<file path="src/rtl/rl_fifo_pkg.sv">
// Shared types and helpers for the first-word-fall-through FIFO and its RAM wrapper.
package rl_fifo_pkg;

  // Occupancy counters need one extra bit so that "completely full" is representable.
  function automatic int occ_width(input int abits);
    return abits + 1;
  endfunction

  typedef logic [1:0] buf_occ_t;

  localparam buf_occ_t BUF_EMPTY = 2'd0;
  localparam buf_occ_t BUF_FULL  = 2'd2;

endpackage

</file>
<file path="src/rtl/rl_ram_1r1w.sv">
// Generic 1R1W RAM wrapper: byte-enabled write port, registered read port (1-cycle latency).
module rl_ram_1r1w #(
  parameter int ABITS = 4,
  parameter int DBITS = 8,
  parameter int BEW   = (DBITS + 7) / 8
) (
  input  logic             clk,
  input  logic             rstn,
  input  logic             we,
  input  logic [ABITS-1:0] waddr,
  input  logic [DBITS-1:0] wdata,
  input  logic [BEW-1:0]   be,
  input  logic             re,
  input  logic [ABITS-1:0] raddr,
  output logic [DBITS-1:0] rdata
);

  logic [DBITS-1:0] mem [2**ABITS];

  // Behavioural array; technology macros replace this body when a target library is selected.
  always_ff @(posedge clk) begin
    if (we) begin
      for (int i = 0; i < DBITS; i++) begin
        if (be[i/8]) mem[waddr][i] <= wdata[i];
      end
    end
  end

  always_ff @(posedge clk) begin
    if (!rstn) begin
      rdata <= '0;
    end else if (re) begin
      rdata <= mem[raddr];
    end
  end

endmodule

</file>
<file path="src/rtl/rl_fifo_1r1w_fwft.sv">
// FWFT FIFO on a 1R1W RAM; a 2-entry head/skid buffer hides the RAM read latency.
module rl_fifo_1r1w_fwft
  import rl_fifo_pkg::*;
#(
  parameter int ABITS    = 4,
  parameter int DBITS    = 8,
  parameter int AF_LEVEL = 2**ABITS - 2
) (
  input  logic             clk,
  input  logic             rst,
  input  logic             clr,
  input  logic             wr_valid,
  output logic             wr_ready,
  input  logic [DBITS-1:0] wr_data,
  output logic             rd_valid,
  input  logic             rd_ready,
  output logic [DBITS-1:0] rd_data,
  output logic [ABITS:0]   count,
  output logic             empty,
  output logic             full,
  output logic             almost_full
);

  localparam int CW = occ_width(ABITS);
  localparam logic [CW-1:0] DEPTH_C = CW'(2**ABITS);

  logic [ABITS-1:0] wptr_q, wptr_d, rptr_q, rptr_d;
  logic [CW-1:0]    ram_cnt_q, ram_cnt_d;
  logic             inflight_q, inflight_d;
  buf_occ_t         occ_q, occ_d, occ_after_pop;
  logic [DBITS-1:0] head_q, head_d, skid_q, skid_d;
  logic [DBITS-1:0] ram_dout;
  logic             push, pop, we, re;
  logic [2:0]       rd_demand;

  assign count       = ram_cnt_q + CW'(inflight_q) + CW'(occ_q);
  assign wr_ready    = (count < DEPTH_C);
  assign rd_valid    = (occ_q != BUF_EMPTY);
  assign rd_data     = head_q;
  assign empty       = (count == '0);
  assign full        = (count == DEPTH_C);
  assign almost_full = (count >= CW'(AF_LEVEL));

  // clr suppresses both handshakes and any new RAM traffic in its cycle.
  assign push      = wr_valid & wr_ready & ~clr;
  assign pop       = rd_valid & rd_ready & ~clr;
  assign rd_demand = 3'(occ_q) + 3'(inflight_q) - 3'(pop);
  assign re        = (ram_cnt_q != '0) & (rd_demand < 3'(BUF_FULL)) & ~clr;
  assign we        = push;

  rl_ram_1r1w #(
    .ABITS(ABITS),
    .DBITS(DBITS)
  ) u_ram (
    .clk  (clk),
    .rstn (1'b1),
    .we   (we),
    .waddr(wptr_q),
    .wdata(wr_data),
    .be   ('1),
    .re   (re),
    .raddr(rptr_q),
    .rdata(ram_dout)
  );

  always_comb begin
    wptr_d        = wptr_q;
    rptr_d        = rptr_q;
    ram_cnt_d     = ram_cnt_q;
    inflight_d    = inflight_q;
    occ_d         = occ_q;
    head_d        = head_q;
    skid_d        = skid_q;
    occ_after_pop = occ_q - buf_occ_t'(pop);
    if (clr) begin
      wptr_d     = '0;
      rptr_d     = '0;
      ram_cnt_d  = '0;
      inflight_d = 1'b0;
      occ_d      = BUF_EMPTY;
      head_d     = '0;
      skid_d     = '0;
    end else begin
      wptr_d     = wptr_q + ABITS'(push);
      rptr_d     = rptr_q + ABITS'(re);
      ram_cnt_d  = ram_cnt_q + CW'(push) - CW'(re);
      inflight_d = re;
      if (pop) head_d = skid_q;
      // Returning RAM word lands in whichever slot is free once this cycle's pop is applied.
      if (inflight_q) begin
        if (occ_after_pop == BUF_EMPTY) head_d = ram_dout;
        else                            skid_d = ram_dout;
        occ_d = occ_after_pop + 2'd1;
      end else begin
        occ_d = occ_after_pop;
      end
    end
  end

  always_ff @(posedge clk or posedge rst) begin
    if (rst) begin
      wptr_q     <= '0;
      rptr_q     <= '0;
      ram_cnt_q  <= '0;
      inflight_q <= 1'b0;
      occ_q      <= BUF_EMPTY;
      head_q     <= '0;
      skid_q     <= '0;
    end else begin
      wptr_q     <= wptr_d;
      rptr_q     <= rptr_d;
      ram_cnt_q  <= ram_cnt_d;
      inflight_q <= inflight_d;
      occ_q      <= occ_d;
      head_q     <= head_d;
      skid_q     <= skid_d;
    end
  end

  a_no_addr_collision: assert property (@(posedge clk) disable iff (rst)
    !(we && re && (wptr_q == rptr_q)));

endmodule

</file>
<file path="config.mk">
export PLATFORM = sky130hd
export DESIGN_NAME = rl_fifo_1r1w_fwft
export DESIGN_NICKNAME = d
export VERILOG_FILES = /design/src/rtl/rl_fifo_pkg.sv /design/src/rtl/rl_ram_1r1w.sv /design/src/rtl/rl_fifo_1r1w_fwft.sv
export SDC_FILE = /design/constraint.sdc
export NUM_CORES = 1
export LEC_CHECK = 0
export CAP_MARGIN = 20
export CORE_UTILIZATION = 25
export DETAILED_ROUTE_END_ITERATION = 16
export SYNTH_ARGS = -nofsm -noshare
export SYNTH_HDL_FRONTEND = slang
export SYNTH_SLANG_ARGS = --single-unit
</file>
<file path="constraint.sdc">
create_clock -name clk -period 5.78 [get_ports clk]
set_clock_uncertainty 0.2 [all_clocks]
set_input_delay 0.867 -clock clk [delete_from_list [all_inputs] [get_ports clk]]
set_output_delay 0.867 -clock clk [all_outputs]
set_load 0.005 [all_outputs]
</file>
# --- After elaboration in Yosys (flattened, before gate mapping) ---
# Memories as Yosys holds them, arrays and structs flattened. A register that Yosys moved wholly into a read port is not among the register bits.
# Index checks and enable logic that the tools add are counted.
op_classes:
  mux: 15
  n_reduce_logical: 6
  addsub: 10
  mul: 0
  bitwise: 7
  n_lt_le_gt_ge: 3
  n_div: 0
  shifts: 0
  eq_ne: 2
op_table:
  columns: ["op", "n"]
  rows:
  - ["2-to-1 mux 8 bit", 7]
  - ["adder 5 x 1 -> 5 bit", 2]
  - ["adder 4 x 1 -> 4 bit", 2]
  - ["2-to-1 mux 4 bit", 2]
  - ["AND 1 bit", 6]
  - ["adder 5 x 2 -> 5 bit", 1]
  - ["equality test 5 bit, second input constant", 1]
  - [">= comparator 5 x 4 -> 1 bit, second input constant", 1]
  - ["zero test 5 bit", 1]
  - ["< comparator 5 bit, second input constant", 1]
  - ["2-to-1 mux 5 bit", 1]
  - ["nonzero test 5 bit", 1]
  - ["subtractor 5 x 1 -> 5 bit", 1]
  - ["2-to-1 mux 2 bit", 2]
  - ["nonzero test 2 bit", 2]
  - ["adder 2 x 1 -> 3 bit", 1]
  - ["< comparator 3 x 2 -> 1 bit, second input constant", 1]
  - ["2-to-1 mux 1 bit", 3]
  - ["subtractor 3 x 1 -> 3 bit", 1]
  - ["adder 2 x 1 -> 2 bit, second input constant", 1]
  - ["zero test 2 bit", 1]
  - ["inequality test 2 bit, second input constant", 1]
  - ["AND reduction 2 bit", 1]
  - ["subtractor 2 x 1 -> 2 bit", 1]
  - ["NOT 1 bit", 1]
totals:
  ff_bits: 32
  rom_bits: 0
  out_inout_bits: 18
  inputBits: 13
  memories: 1
  latch_bits: 0
  ramBits: 128
mem_list:
  columns: ["name", "depth", "word_bits", "rd", "rd_ports_with_merged_regs", "write_ports", "line", "text"]
  rows:
  - ["u_ram.mem", 16, 8, 1, 1, 1, "rl_ram_1r1w.sv:18", "logic [DBITS-1:0] mem [2**ABITS];"]

# --- Logic depth before layout (Yosys ltp) ---
# Gate-level depths: netlist of the first run.
depth:
  word_depth: 9
  mapped_depth: 18
  mapped_depth_nobuf: 17

# --- Cells and area by module ---
# Synthesis of the first run repeated with hierarchy kept, for this count alone.
unflattened:
  cells_unflattened: 493
  hier_area_um2: 7169.4
modules_own_cells:
  columns: ["module", "area_per_inst_um2", "cells_each", "n_inst"]
  rows:
  - ["rl_ram_1r1w", 5335.1, 320, 1]
  - ["rl_fifo_1r1w_fwft", 1834.3, 173, 1]

# --- Least setup slack after synthesis of the first run ---
# No wires, ideal clock.
synth_timing:
  kind: "input-to-reg"
  start: "input port clr"
  end: "register ram_cnt_q[4]"
  path_slack_ns: 1.653
  required_ns: 5.445
  cell_stages: 18
  arrival_ns: 3.792
  cell_sequence: "buf_2 -> or2_2 -> buf_6 -> inv_2 -> ha_1 -> nand2b_1 -> fa_1 -> xnor2_1 -> nand3_1 -> xnor2_1 -> nor2_1 -> ha_1 -> inv_1 -> fa_1 -> nor2b_1 -> o21bai_1 -> a21oi_1 -> nor3b_1"
synth_between:
  elab_chain_cells: 8
  elab_cells_between_ends: 10
  classes_between: "3 x add/sub; 1 x order compare; 1 x mux; 5 x bitwise"
synth_lines:
  columns: ["item", "line", "text"]
  rows:
  - ["start: declaration", "rl_fifo_1r1w_fwft.sv:11", "input logic clr,"]
  - ["NOT 1 bit", "rl_fifo_1r1w_fwft.sv:45, rl_fifo_1r1w_fwft.sv:46, rl_fifo_1r1w_fwft.sv:48", null]
  - ["AND 1 bit", "rl_fifo_1r1w_fwft.sv:46", "assign pop = rd_valid & rd_ready & ~clr;"]
  - ["subtractor 3 x 1 -> 3 bit", "rl_fifo_1r1w_fwft.sv:47", "assign rd_demand = 3'(occ_q) + 3'(inflight_q) - 3'(pop);"]
  - ["< comparator 3 x 2 -> 1 bit", "rl_fifo_1r1w_fwft.sv:48", "assign re = (ram_cnt_q != '0) & (rd_demand < 3'(BUF_FULL)) & ~clr;"]
  - ["AND 1 bit (2 in series)", "rl_fifo_1r1w_fwft.sv:48", null]
  - ["subtractor 5 x 1 -> 5 bit", "rl_fifo_1r1w_fwft.sv:86", "ram_cnt_d = ram_cnt_q + CW'(push) - CW'(re);"]
  - ["2-to-1 mux 5 bit *", "rl_fifo_1r1w_fwft.sv:75", "if (clr) begin"]
  - ["named net ram_cnt_d[4]", "rl_fifo_1r1w_fwft.sv:28", "logic [CW-1:0] ram_cnt_q, ram_cnt_d;"]
  - ["end signal: assignment", "rl_fifo_1r1w_fwft.sv:112", "ram_cnt_q <= ram_cnt_d;"]
  - ["end: declaration", "rl_fifo_1r1w_fwft.sv:28", null]
# The timed path passes the listed nets; every way through them passes the cells marked *.
# A chain may end at the register's enable or synchronous reset.

# --- Final worst setup path of the first run ---
layout_timing:
  start: "input port rd_ready"
  end: "register ram_cnt_q[4]"
layout_between:
  elab_chain_cells: 8
layout_lines:
  columns: ["item", "line", "text"]
  rows:
  - ["start: declaration", "rl_fifo_1r1w_fwft.sv:16", "input logic rd_ready,"]
  - ["AND 1 bit (2 in series)", "rl_fifo_1r1w_fwft.sv:46", null]
  - ["subtractor 3 x 1 -> 3 bit", "rl_fifo_1r1w_fwft.sv:47", null]
  - ["< comparator 3 x 2 -> 1 bit", "rl_fifo_1r1w_fwft.sv:48", null]
  - ["AND 1 bit (2 in series)", "rl_fifo_1r1w_fwft.sv:48", null]
  - ["subtractor 5 x 1 -> 5 bit", "rl_fifo_1r1w_fwft.sv:86", null]
  - ["2-to-1 mux 5 bit", "rl_fifo_1r1w_fwft.sv:75", null]
  - ["named net ram_cnt_d[4]", "rl_fifo_1r1w_fwft.sv:28", null]
# The timed path passes the listed nets, and every way through them passes these cells.

==> results.toml, run 1 <==
[cells_and_area]
final_cell_mix = "136 x edfxtp_1, 42 x nor2_1, 31 x dfrtp_1"
antennaDiodeCount = 0
stdcell_count = 837
final_common_cell = "edfxtp_1"
fin_util_pct = 29.9
drive_gt1_share_pct = 12.2
areaGrowthSynthToFinish_pct = 17.9
nets = 477

[min_path]
hp-start = "skid_q[1]$_DFFE_PP0P_"
min_to = "skid_q[1]$_DFFE_PP0P_"
hold_path_depth = 2
hold_class = "reg2reg"

[timing]
min_period_over_period_pct = 75.1
slew-limit-headroom_pct = 30.9
slew_violations = 0
max_freq_ghz = 0.230
rsz0062_at_grt = "false"
max_slew.worst_pin.slew_ps = 1030
setup_violations = 0
finalHoldViolations = 0
min_period_ps = 4340
tns_ps = 0

[worst_setup_path]
critPathMaxStageDelay_ps = 450
endpoint_kind = "flop"
r2r_setup_slack_ps = 1770
cp_max_fo = 8
r2r_cells = 17
required_ps = 5860
critPathSlowestCell = "clkdlybuf4s50_1"
crit_chain = "clkdlybuf4s50_1 -> o21ai_1 -> or2_2 -> inv_2 -> ha_1 -> nand2b_1 -> fa_1 -> xnor2_1 -> nand3_1 -> xnor2_1 -> nor2_1 -> ha_1 -> inv_1 -> fa_1 -> nor2b_1 -> o21bai_1 -> a21oi_1 -> nor3b_1"
r2r-start = "occ_q[1]$_DFF_PP0_"
criticalPathCategory = "in2reg"
cp-start-kind = "input port"
critPathArrivalTime_ps = 4420
crit_family = "adder cells"
rr_endpoint = "ram_cnt_q[4]$_DFF_PP0_"
critical_path_buf_inv_count = 3

[clock_tree]
cts_resized = 0
cts_setup_buffers = 0
holdBufCountCts = 0
cts_sinks = 168
root_buffer = "clkbuf_16"
clk_latency_ps = 420
cts_tree = "built"
numCtsBuffers = 17
path_clk_slew_ps = 60
h-tree-depth = 4
clock_path_buffers = 2

[synth]
syn-instance-count = 409
synth.distinct_cells = 40
ys_warn_count = 0
syn-num-nets = 440
postSynth.asyncResetShare_pct = 19.0
postSynthAreaPerCell_um2 = 17.2
ys_seq_area_share_pct = 69.3
ys_seq_elements = 168
synth_edf_count = 136
syn_area_mm2 = 0.00705
ys_dominant_reg_cell = "edfxtp_1"

[floorplan]
rows = 61
core_mm2 = 0.0278
start_util_pct = 25.4
num_io_pins = 31
die-area_mm2 = 0.0289
die_w_um = 170
die_h_um = 170

[route]
wirelength_um = 13500
postRouteAntennaNets = 0
vias = 3591
viasPerCell = 4.29
drt-initial-drc-count = 354
wl_per_cell_um = 16.1
dr.pass1.iters = 6
drc_errors = 0

[place]
placed_cells = 804
portBuffers = 30
gp_congestion = 0.758
dp_hpwl_um = 8590

[global_route]
grt_pass1_wl_um = 20800
grt_antenna_before_repair = 0
grt_pass1_vias = 3642
overflow = 0
grt_start_max_net_pins = 36
grt_usage_pct = 9.88

[status]
status = "complete, no violations"

[power]
p_leak_uw = 0.00281
vdd_ir_drop_max_v = 0.000200
p_per_area_mw_per_mm2 = 407
total_power_uw = 3390

[run]
drv_cap = 0
==> state kept, by name (all words and copies together), names as in the netlist <==
| name | cells |
|---|---|
| ram_cnt_q | 5 |
| rd_data | 8 |
| u_ram.rdata | 8 |
| rptr_q | 4 |
| skid_q | 8 |
| wptr_q | 4 |
| inflight_q | 1 |
| occ_q | 2 |
| u_ram.mem | 128 |
==> worst reg2reg max path, delay by kind of cell (launching register included) <==
| family | cells | cell delay, ps |
|---|---|---|
| adders and majority gates | 4 | 1190 |
| and+or+nand+nor | 6 | 1030 |
| buffers and inverters | 2 | 210 |
| AOI/OAI and AO/OA | 3 | 410 |
| xor gates and xnor gates | 2 | 310 |
| DFF | 1 | 520 |
==> cells by family (layout without fill, tap and decap cells) <==
logic type / count (synthesis) / after routing / share of synthesized area (%)
AO/OA/AOI/OAI: 32 / 32 / 3.45
XOR/XNOR: 11 / 11 / 1.37
adder cells (fa/ha/maj): 18 / 18 / 3.62
buffers and inverters: 32 / 82 / 2.81
flip-flops: 168 / 168 / 69.3
multiplexers: 42 / 42 / 12.5
AND/OR/NAND/NOR: 106 / 106 / 6.93
==> report_power, final <==
| group | leakage [µW] | switching [µW] | total (µW) | internal, µW |
|---|---|---|---|---|
| logic | 0.000878 | 363 | 778 | 415 |
| clock network | 0.000270 | 451 | 1090 | 634 |
| registers | 0.00166 | 96.8 | 1520 | 1430 |
==> cell type report <==
type / instances / area [µm²]
Timing Repair Buffer: 38 / 380
Sequential cell: 168 / 4890
Multi-Input combinational cell: 209 / 1960
Tap cell: 378 / 473
Fill cell: 2742 / 19500
Inverter: 12 / 45.0
Clock inverter: 12 / 125
Clock buffer: 20 / 437
==> worst max-delay path by stage <==
stage	startpoint	end	slack (ps)	cells after the start
floorplan	clr	ram_cnt_q[4]$_DFF_PP0_	1650	18
global placement	rd_ready	ram_cnt_q[4]$_DFF_PP0_	1140	18
detailed placement	rd_ready	ram_cnt_q[4]$_DFF_PP0_	1040	18
CTS	rd_ready	ram_cnt_q[4]$_DFF_PP0_	1470	18
global route	rd_ready	ram_cnt_q[4]$_DFF_PP0_	1180	18
finish	rd_ready	ram_cnt_q[4]$_DFF_PP0_	1440	18
==> through the flow <==
step / instance area, µm² / hold slack (ps) / worst slack [ps]
floorplan: 7050 / 286 / 1650
finish: 8310 / 328 / 1440
global placement: 7720 / 307 / 1140
detailed placement: 7720 / 313 / 1040
global route: 8310 / 349 / 1180
CTS: 8280 / 330 / 1470
==> synth_stat cells, drive strengths merged, types with 3 or more instances <==
library cell,instances,share of area [%]
and2,3,0.27
mux4,32,11
nand2b,3,0.27
a22oi,16,1.7
nor2,42,2.2
a21oi,3,0.21
ha,14,2.5
inv,12,0.64
nand3b,3,0.32
buf,11,1.4
nand3,6,0.43
mux2i,10,1.4
nor2b,9,0.80
a311oi,7,0.87
dfrtp,32,11
xor2,5,0.62
nor3,7,0.50
clkbuf,6,0.32
xnor2,6,0.75
edfxtp,136,58
nand2,27,1.4
clkdlybuf4s25,3,0.43
fa,4,1.1
==> layer usage <==
layer  share of wire [%]  track usage (%)
met5                   0                0
met4                 1.5             3.45
met2                  47             15.3
met3                 5.2             3.05
met1                  46             13.0
Note: power is estimated with default switching activity, not from simulation.
==> run 2, diff against run 1 <==
==> constraint.sdc (replaced) <==
create_clock -name clk -period 3.81 [get_ports clk]
set_clock_uncertainty 0.2 [all_clocks]
set_input_delay 0.5715 -clock clk [delete_from_list [all_inputs] [get_ports clk]]
set_output_delay 0.5715 -clock clk [all_outputs]
set_load 0.005 [all_outputs]
==> results.toml, run 2 (synthesis results as in run 1) <==
[floorplan]
die_h_um = 170
die-area_mm2 = 0.0289
num_io_pins = 31
start_util_pct = 25.4
die_w_um = 170
core_mm2 = 0.0278
rows = 61

[place]
pre_cts_ws_ps = -340
portBuffers = 30
gp_congestion = 0.738
dp_hpwl_um = 9040

[route]
wl_per_cell_um = 15.5
vias = 3670
viasPerCell = 4.27
drc_errors = 0
postRouteAntennaNets = 0
wirelength_um = 13300
drt-initial-drc-count = 318
dr.pass1.iters = 5

[power]
p_int_uw = 3870
vdd_ir_drop_max_v = 0.000267
p_comb_share_pct = 25.4
p_leak_uw = 0.00294
p_sw_uw = 1440
total_power_uw = 5300
pwr-share-clk_pct = 31.5
p_sw_share_pct = 27.1
p_per_area_mw_per_mm2 = 621
sequentialPowerShare_pct = 43.1

[cells_and_area]
n_fill_cell = 2737
final_cell_mix = "136 x edfxtp_1, 42 x nor2_1, 31 x buf_4"
antennaDiodeCount = 0
drive_gt1_share_pct = 19.3
largest_reg_flops = 128
registers.top_by_ff_count = "u_ram.mem"
final_common_cell = "edfxtp_1"
nets = 500
areaGrowthSynthToFinish_pct = 21.2

[timing]
min_period_ps = 3700
slew_violations = 0
min_period_over_period_pct = 97.1
slew-limit-headroom_pct = 36.0
max_slew.worst_pin.slew_ps = 959
rsz0062_at_grt = "true"
holdWs_ps = 336
finalWorstSetupSlack_ps = 110
setup_violations = 0
max_freq_ghz = 0.270
finalHoldViolations = 0

[global_route]
overflow = 0
grt_pass1_wl_um = 21100
grt_antenna_before_repair = 0
grt_pass1_vias = 3811
grt_start_max_net_pins = 36
grt_usage_pct = 9.82

[worst_setup_path]
cp_max_fo = 6
required_ps = 3040
critPathMaxStageDelay_ps = 530
critPathArrivalTime_ps = 2930
crit_chain = "fa_1 -> fa_2 -> xor2_1 -> or3_1 -> nor3_1 -> clkdlybuf4s50_1"
critPathSlowestCell = "clkdlybuf4s50_1"
cp-start-kind = "flop"
endpoint_kind = "output pin"
criticalPathCategory = "reg2out"

[clock_tree]
cts_tree = "built"
clk_latency_ps = 420
clock_path_buffers = 2
path_clk_slew_ps = 60
h-tree-depth = 4
root_buffer = "clkbuf_16"
cts_sinks = 168
holdBufCountCts = 0
numCtsBuffers = 17

[run]
drv_cap = 0

[min_path]
hold_class = "reg2reg"

[status]
status = "complete, no violations"
## run 2: cell count changes in the layout (fill, tap and decap cells not counted), sizes merged
cell	change
inv	+1
buf	+23
clkbuf	-1
## run 2: worst max-delay path, delay by kind of cell, from the launching register on
family | cells | cell delay [ps]
adder cells (fa/ha/maj) | 2 | 840
buffers and inverters | 1 | 530
AND/OR/NAND/NOR | 2 | 480
flip-flops | 1 | 460
XOR/XNOR | 1 | 190
## run 2: power groups by stage
stage / registers [µW] / logic [µW] / clock network, µW
after floorplan: 2290 / 829 / 0
after global placement: 2310 / 1260 / 0
after detailed placement: 2320 / 1290 / 0
after CTS: 2290 / 1300 / 1710
after global routing: 2310 / 1500 / 1780
final: 2290 / 1350 / 1670
## run 2: layout make-up
class,instances,area (µm²),area share [%]
Inverter,12,45.0,0.528
Clock inverter,13,144,1.69
Sequential cell,168,4890,57.3
Timing Repair Buffer,61,533,6.24
Tap cell,378,473,5.54
Multi-Input combinational cell,209,2020,23.7
Clock buffer,19,433,5.07
## run 2: repair_timing
item | in CTS | in global routing
buffers inserted | 0 | 1
setup endpoints to repair | 1 | 3
hold endpoints to repair | 0 | 0
pin swaps | 0 | 6
resized for setup | 1 | 12
gates cloned | 0 | 0
## run 2: worst paths after layout
check	startpoint	depth (start not counted)	to	slack [ps]
worst min register to register	skid_q[4]$_DFFE_PP0P_	2	skid_q[4]$_DFFE_PP0P_	340
min in group asynchronous	rst	2	ram_cnt_q[4]$_DFF_PP0_	480
worst max-delay path	inflight_q$_DFF_PP0_	6	full	110
worst max register to register	occ_q[0]$_DFF_PP0_	17	ram_cnt_q[4]$_DFF_PP0_	370
max in group asynchronous	rst	3	inflight_q$_DFF_PP0_	2220
worst min-delay path	skid_q[4]$_DFFE_PP0P_	2	skid_q[4]$_DFFE_PP0P_	340
## run 2: per-stage QoR
step | cell area [µm²] | util [%] | setup TNS (ps) | cells
global route | 8540 | 30.7 | -37.2 | 860
floorplan | 7060 | - | 0 | 409
CTS | 8480 | 30.5 | 0 | 859
finish | 8540 | 30.7 | 0 | 860
detailed placement | 7910 | 28.5 | -657 | 827
global placement | 7910 | 28.5 | -364 | 827
## run 2: routing by layer
layer | track usage, % | up-vias | part of all wire, %
li1 | - | 1698 | -
met1 | 12.4 | 1885 | 46
met2 | 16.1 | 70 | 49
met3 | 2.56 | 17 | 3.5
met4 | 3.68 | 0 | 1.6
met5 | 0 | - | 0
